--- config.mk ---
export PLATFORM = sky130hd
export DESIGN_NAME = apb_gpio_slave
export DESIGN_NICKNAME = d
export VERILOG_FILES = /design/src/rtl/apb_gpio_slave.sv
export SDC_FILE = /design/constraint.sdc
export NUM_CORES = 1
export LEC_CHECK = 0
export ABC_AREA = 1
export BUFFER_PORTS_ARGS = -buffer_cell sky130_fd_sc_hd__buf_2
export CORE_AREA = 2 2 129 257
export CTS_BUF_LIST = sky130_fd_sc_hd__clkbuf_2 sky130_fd_sc_hd__clkbuf_4 sky130_fd_sc_hd__clkbuf_8
export DETAILED_ROUTE_END_ITERATION = 10
export DIE_AREA = 0 0 131 259
export GPL_ROUTABILITY_DRIVEN = 0
export SYNTH_ARGS = -nofsm -noshare
export SYNTH_HDL_FRONTEND = slang
export SYNTH_SLANG_ARGS = --single-unit
--- constraint.sdc ---
create_clock -name HCLK -period 9.9 [get_ports HCLK]
set_clock_uncertainty 0.05 [all_clocks]
set_input_delay 0 -clock HCLK [delete_from_list [all_inputs] [get_ports HCLK]]
set_output_delay 0 -clock HCLK [all_outputs]
set_load 0.01 [all_outputs]
--- src/rtl/apb_gpio_slave.sv ---
// APB3 GPIO peripheral: output register, synchronised input port with
// rising-edge interrupt capture, programmable PREADY wait states and
// PSLVERR on misaligned, out-of-range or read-only-write accesses.
module apb_gpio_slave #(
  parameter int unsigned       GPIO_W     = 32,
  parameter logic [GPIO_W-1:0] OUT_RESET  = '0,
  parameter logic [3:0]        WAIT_RESET = 4'd0
) (
  input  logic              HCLK,
  input  logic              HRESET,
  input  logic              PSEL,
  input  logic [31:0]       PADDR,
  input  logic              PWRITE,
  input  logic              PENABLE,
  input  logic [31:0]       PWDATA,
  output logic [31:0]       PRDATA,
  output logic              PREADY,
  output logic              PSLVERR,
  input  logic [GPIO_W-1:0] GPIO_IN,
  output logic [GPIO_W-1:0] GPIO_OUT,
  output logic              IRQ
);

  typedef enum logic {IDLE = 1'b0, ACCESS = 1'b1} state_t;

  // Register index = PADDR[4:2]
  localparam logic [2:0] IDX_DATA_OUT = 3'd0;
  localparam logic [2:0] IDX_DATA_IN  = 3'd1;
  localparam logic [2:0] IDX_WAIT_CFG = 3'd2;
  localparam logic [2:0] IDX_IRQ_STAT = 3'd3;
  localparam logic [2:0] IDX_IRQ_EN   = 3'd4;
  localparam logic [2:0] IDX_SCRATCH  = 3'd5;

  state_t            state;
  logic [3:0]        cnt;
  logic              rdy;
  logic              slverr;
  logic              err_q;
  logic              wr_q;
  logic [2:0]        idx_q;

  logic [GPIO_W-1:0] data_out;
  logic [3:0]        wait_cfg;
  logic [GPIO_W-1:0] irq_stat;
  logic [GPIO_W-1:0] irq_en;
  logic [31:0]       scratch;

  logic [GPIO_W-1:0] sync1;
  logic [GPIO_W-1:0] sync2;
  logic [GPIO_W-1:0] sync_prev;

  logic [7:0]        off;
  logic              setup;
  logic              dec_err;
  logic [31:0]       rd_snap;
  logic              commit;
  logic [GPIO_W-1:0] stat_clr;
  logic [GPIO_W-1:0] rise;

  // Only the low address byte is decoded; the rest is deliberately ignored.
  wire unused_paddr = &{1'b0, PADDR[31:8]};

  assign off      = PADDR[7:0];
  assign setup    = PSEL & ~PENABLE;
  assign dec_err  = (off[1:0] != 2'b00) | (off >= 8'h18) | (PWRITE & (off == 8'h04));
  assign commit   = (state == ACCESS) & PSEL & PENABLE & rdy & wr_q & ~err_q;
  assign stat_clr = (commit && (idx_q == IDX_IRQ_STAT)) ? PWDATA[GPIO_W-1:0] : '0;
  assign rise     = sync2 & ~sync_prev;

  assign PREADY   = rdy;
  assign PSLVERR  = slverr;
  assign GPIO_OUT = data_out;

  // Read snapshot for the transfer currently in its setup phase
  always_comb begin
    // NOTE: default assignment first so no path leaves rd_snap unassigned (no latch).
    rd_snap = '0;
    if (!dec_err && !PWRITE) begin
      case (off[4:2])
        IDX_DATA_OUT: rd_snap[GPIO_W-1:0] = data_out;
        IDX_DATA_IN:  rd_snap[GPIO_W-1:0] = sync2;
        IDX_WAIT_CFG: rd_snap[3:0]        = wait_cfg;
        IDX_IRQ_STAT: rd_snap[GPIO_W-1:0] = irq_stat;
        IDX_IRQ_EN:   rd_snap[GPIO_W-1:0] = irq_en;
        IDX_SCRATCH:  rd_snap             = scratch;
        default:      rd_snap             = '0;
      endcase
    end
  end

  // Transfer FSM: latches decode at setup, counts wait states, drives PREADY/PSLVERR/PRDATA
  always_ff @(posedge HCLK or posedge HRESET) begin
    if (HRESET) begin
      state  <= IDLE;
      cnt    <= 4'd0;
      rdy    <= 1'b0;
      slverr <= 1'b0;
      err_q  <= 1'b0;
      wr_q   <= 1'b0;
      idx_q  <= 3'd0;
      PRDATA <= '0;
    end else begin
      // NOTE: non-blocking assignments so every flop samples pre-edge values.
      case (state)
        IDLE: begin
          if (setup) begin
            state  <= ACCESS;
            err_q  <= dec_err;
            wr_q   <= PWRITE;
            idx_q  <= off[4:2];
            cnt    <= wait_cfg;
            rdy    <= (wait_cfg == 4'd0);
            slverr <= dec_err & (wait_cfg == 4'd0);
            PRDATA <= rd_snap;
          end
        end
        ACCESS: begin
          if (!PSEL) begin
            // Master abandoned the transfer: nothing commits
            state  <= IDLE;
            rdy    <= 1'b0;
            slverr <= 1'b0;
            PRDATA <= '0;
          end else if (PENABLE) begin
            if (rdy) begin
              state  <= IDLE;
              rdy    <= 1'b0;
              slverr <= 1'b0;
              PRDATA <= '0;
            end else begin
              cnt    <= cnt - 4'd1;
              rdy    <= (cnt == 4'd1);
              slverr <= err_q & (cnt == 4'd1);
            end
          end
        end
        default: state <= IDLE;
      endcase
    end
  end

  // Register file writes, IRQ_STAT capture/clear (set wins) and registered IRQ
  always_ff @(posedge HCLK or posedge HRESET) begin
    if (HRESET) begin
      data_out <= OUT_RESET;
      wait_cfg <= WAIT_RESET;
      irq_stat <= '0;
      irq_en   <= '0;
      scratch  <= '0;
      IRQ      <= 1'b0;
    end else begin
      if (commit) begin
        case (idx_q)
          IDX_DATA_OUT: data_out <= PWDATA[GPIO_W-1:0];
          IDX_WAIT_CFG: wait_cfg <= PWDATA[3:0];
          IDX_IRQ_EN:   irq_en   <= PWDATA[GPIO_W-1:0];
          IDX_SCRATCH:  scratch  <= PWDATA;
          default:      ;
        endcase
      end
      irq_stat <= (irq_stat & ~stat_clr) | rise;
      IRQ      <= |(irq_stat & irq_en);
    end
  end

  // Two-flop input synchroniser plus previous-sample flop for edge detection
  always_ff @(posedge HCLK or posedge HRESET) begin
    if (HRESET) begin
      sync1     <= '0;
      sync2     <= '0;
      sync_prev <= '0;
    end else begin
      sync1     <= GPIO_IN;
      sync2     <= sync1;
      sync_prev <= sync2;
    end
  end

endmodule

==> summary.txt <==
Outcome
  • Outcome: completed

Setup path
  • Crit path max fanout: 13
  • WS Path Type: input pin to flip-flop
  • Critical path endpoint category: flip-flop
  • Crit. Startpoint: PADDR[3]
  • Worst r2r src: state
  • Req. time, crit path: 10.33 ns
  • Arr. time, crit path: 2.99 ns
  • Reg2Reg Depth: 7
  • Startpoint Class: input pin

Timing
  • TNS Setup: 0 ns
  • Final Max Tran Viols: 0
  • Final setup viols: 0
  • Final min period: 2.56 ns
  • Final worst-path cycle share: 25.9%
  • Slew HR: 33.3%
  • Fmax: 390 MHz
  • Slew @ Worst Pin: 1.00 ns
  • Hold WS: a little under 0.04 ns
  • RSZ-0062 raised after global routing: false
  • Final hold violations: 0

Logic synthesis
  • Synth area leader: dfrtp_1
  • Syn Area/Cell: 8.91 µm²
  • Share of the synthesized area in the top cell type: 59.8%
  • Commonest cells post-synth: 377 x nand2_1, 273 x dfrtp_1, 185 x inv_1, 98 x o21ai_0, 78 x o21ai_1
  • Post-Syn Instances: 1282
  • Main flop type after synthesis: dfrtp_1
  • Cell variety after synth: 26
  • Share of flip-flops with an asynchronous set or reset: 100%
  • Synthesized flop and latch total: 273
  • Most frequent cell after synthesis: nand2_1
  • Post-Syn Area: 11400 µm²
  • Synth Net Count: 1387
  • Area contributors post-synth: dfrtp_1 60%, nand2_1 12%, inv_1 6.1%, o21ai_0 4.3%, o21ai_1 3.4%
  • EDFF count, synth: 0
  • Sequential cell area fraction in the yosys report: 59.8%
  • Ys Warns: 0

Die
  • Core area: 32000 µm²
  • Initial Util: 35.7%
  • Die extent in y: 259 µm
  • Die Wd: between 100 and 150 µm
  • Cell Rows: 93
  • Top Ports: 168
  • Die area: ~34000 µm²

Global route
  • Vias in the first global route: 9285
  • GR Util All Layers: 18.6%
  • Initial antenna violation count: 1
  • Global-route wire length before repair: 48800 µm
  • Largest net degree at the start of global routing: 131
  • Grt total ovfl: 0

Detailed routing
  • WL per Instance: approximately 15 µm
  • Residual DRC: 0
  • DR vias: 8978
  • Drt total wl: 30400 µm
  • First drt pass iteration count: 5
  • Post-route ant nets: 0
  • DR iter-0 viols: between 400 and 500
  • Drt via density: 4.54

Pwr
  • Tot Pwr: 0.00248 W
  • Max VDD drop: 0.0000929 V
  • Lkg Pwr: 7.31 nW
  • Cell Pwr Density: 175 nW/µm²

Final layout
  • Layout fillers: 3162
  • Fin nets: 1622
  • Layout cells sized above 1: 17.9%
  • P&R area growth vs syn: 24.4%

Clock tree
  • CTS tree: done
  • CTS sink cnt: 273
  • Setup Fix Bufs, Post-CTS: 0
  • Cts bufs inserted: 40
  • Worst-skew pair later-pin latency: roughly 0.55 ns
  • Resize count post-CTS: 0
  • Worst-path clk slew: 0.07 ns
  • Clock Tree Root: clkbuf_8
  • Clk buf depth: 3
  • H-tree depth: 2

Hold path
  • Hold path startpoint: GPIO_IN[31]
  • Hold Path Depth: 2
  • Min-Delay Path Class: input pin to flip-flop

Placement
  • Port bufs: 143
  • HPWL Detailed: 18900 µm

Flow run
  • Maxcap violations: 0
==> power breakdown <==
group | internal, W | switching (W) | leakage (nW)
Clock | 0.000553 | 0.000443 | 0.471
Combinational | 0.000101 | 0.000163 | 3.45
Sequential | 0.00118 | 0.0000412 | 3.39
Total | 0.00183 | 0.000647 | 7.31
==> worst paths after layout <==
kind                          endpoint  slack, ns
setup reg to reg            PRDATA[17]       7.48
hold reg to reg               sync2[4]       0.29
max in group asynchronous  scratch[31]       8.03
min in group asynchronous    sync1[14]       0.14
setup / recovery               PSLVERR       7.34
hold / removal               sync1[31]       0.04
==> placed cells by master (no fill, tap or decap), drive strengths merged <==
cell type | netlist | layout
nor2 | 78 | 78
bufinv | 0 | 1
ha | 4 | 4
diode | 0 | 1
o211ai | 1 | 1
xor2 | 2 | 2
buf | 39 | 152
a21oi | 8 | 8
dfrtp | 273 | 273
nand4 | 7 | 7
o21ai | 203 | 203
nor3 | 7 | 7
nand3 | 67 | 67
clkbuf | 12 | 65
inv | 187 | 188
or2 | 11 | 11
nand2 | 383 | 383
clkinv | 0 | 4
dlygate4sd3 | 0 | 92
clkinvlp | 0 | 2
==> stage by stage <==
step | util [%] | setup WS, ns | instances | area [µm²]
CTS | 44.4 | 7.40 | 1975 | 14200
detailed placement | 38.7 | 7.06 | 1810 | 12400
global placement | 38.7 | 7.08 | 1810 | 12400
floorplan | - | 2.33 | 1282 | 11400
global route | 44.4 | 7.26 | 1976 | 14200
finish | 44.4 | 7.34 | 1976 | 14200
==> state kept, by name (all words and copies together), names as in the netlist, 3 cells and up <==
register	cells
irq_en	32
wait_cfg	4
scratch	32
sync1	32
cnt	4
idx_q	3
GPIO_OUT	32
sync2	32
sync_prev	32
irq_stat	32
PRDATA	32
==> per-layer routing <==
layer	vias up	GRT usage, %	share of wire [%]
li1	4444	-	-
met1	4274	21.8	40
met2	193	33.3	52
met3	67	2.86	3.8
met4	0	8.04	3.7
met5	-	0	0
==> critical path, stage by stage <==
cell	delay, ns
dlygate4sd3_1	0.54
buf_2	0.21
inv_1	0.25
nand2_1	0.10
nor2_2	0.57
buf_4	0.39
nand2_1	0.08
nand3_1	0.08
dlygate4sd3_1	0.57
nand2_1	0.06
a21oi_1	0.13
==> repair_timing <==
action,4_1_cts,5_1_grt
endpoints found under the hold margin,303,0
setup endpoints to repair,0,0
hold buffers,92,0
==> logic make-up after synthesis <==
kind of cell,after synthesis,share of synthesized area (%)
simple gates,553,20.1
compound gates,212,10.2
xor+xnor,2,0.153
buf+inv,238,9.35
fa+ha+maj,4,0.438
flops,273,59.8
==> layout make-up <==
cell class                 count  area [µm²]  share of cell area (%)
antenna                        1        2.50                  0.0176
clock buffer                  65         820                    5.77
clock inverter                 8        73.8                   0.520
inverter                     187         709                    4.99
multi-input combinational    771        3530                    24.9
sequential                   273        6830                    48.1
tap                          427         534                    3.76
timing repair buffer         244        1700                    12.0
(Power assumes the default switching activity.)
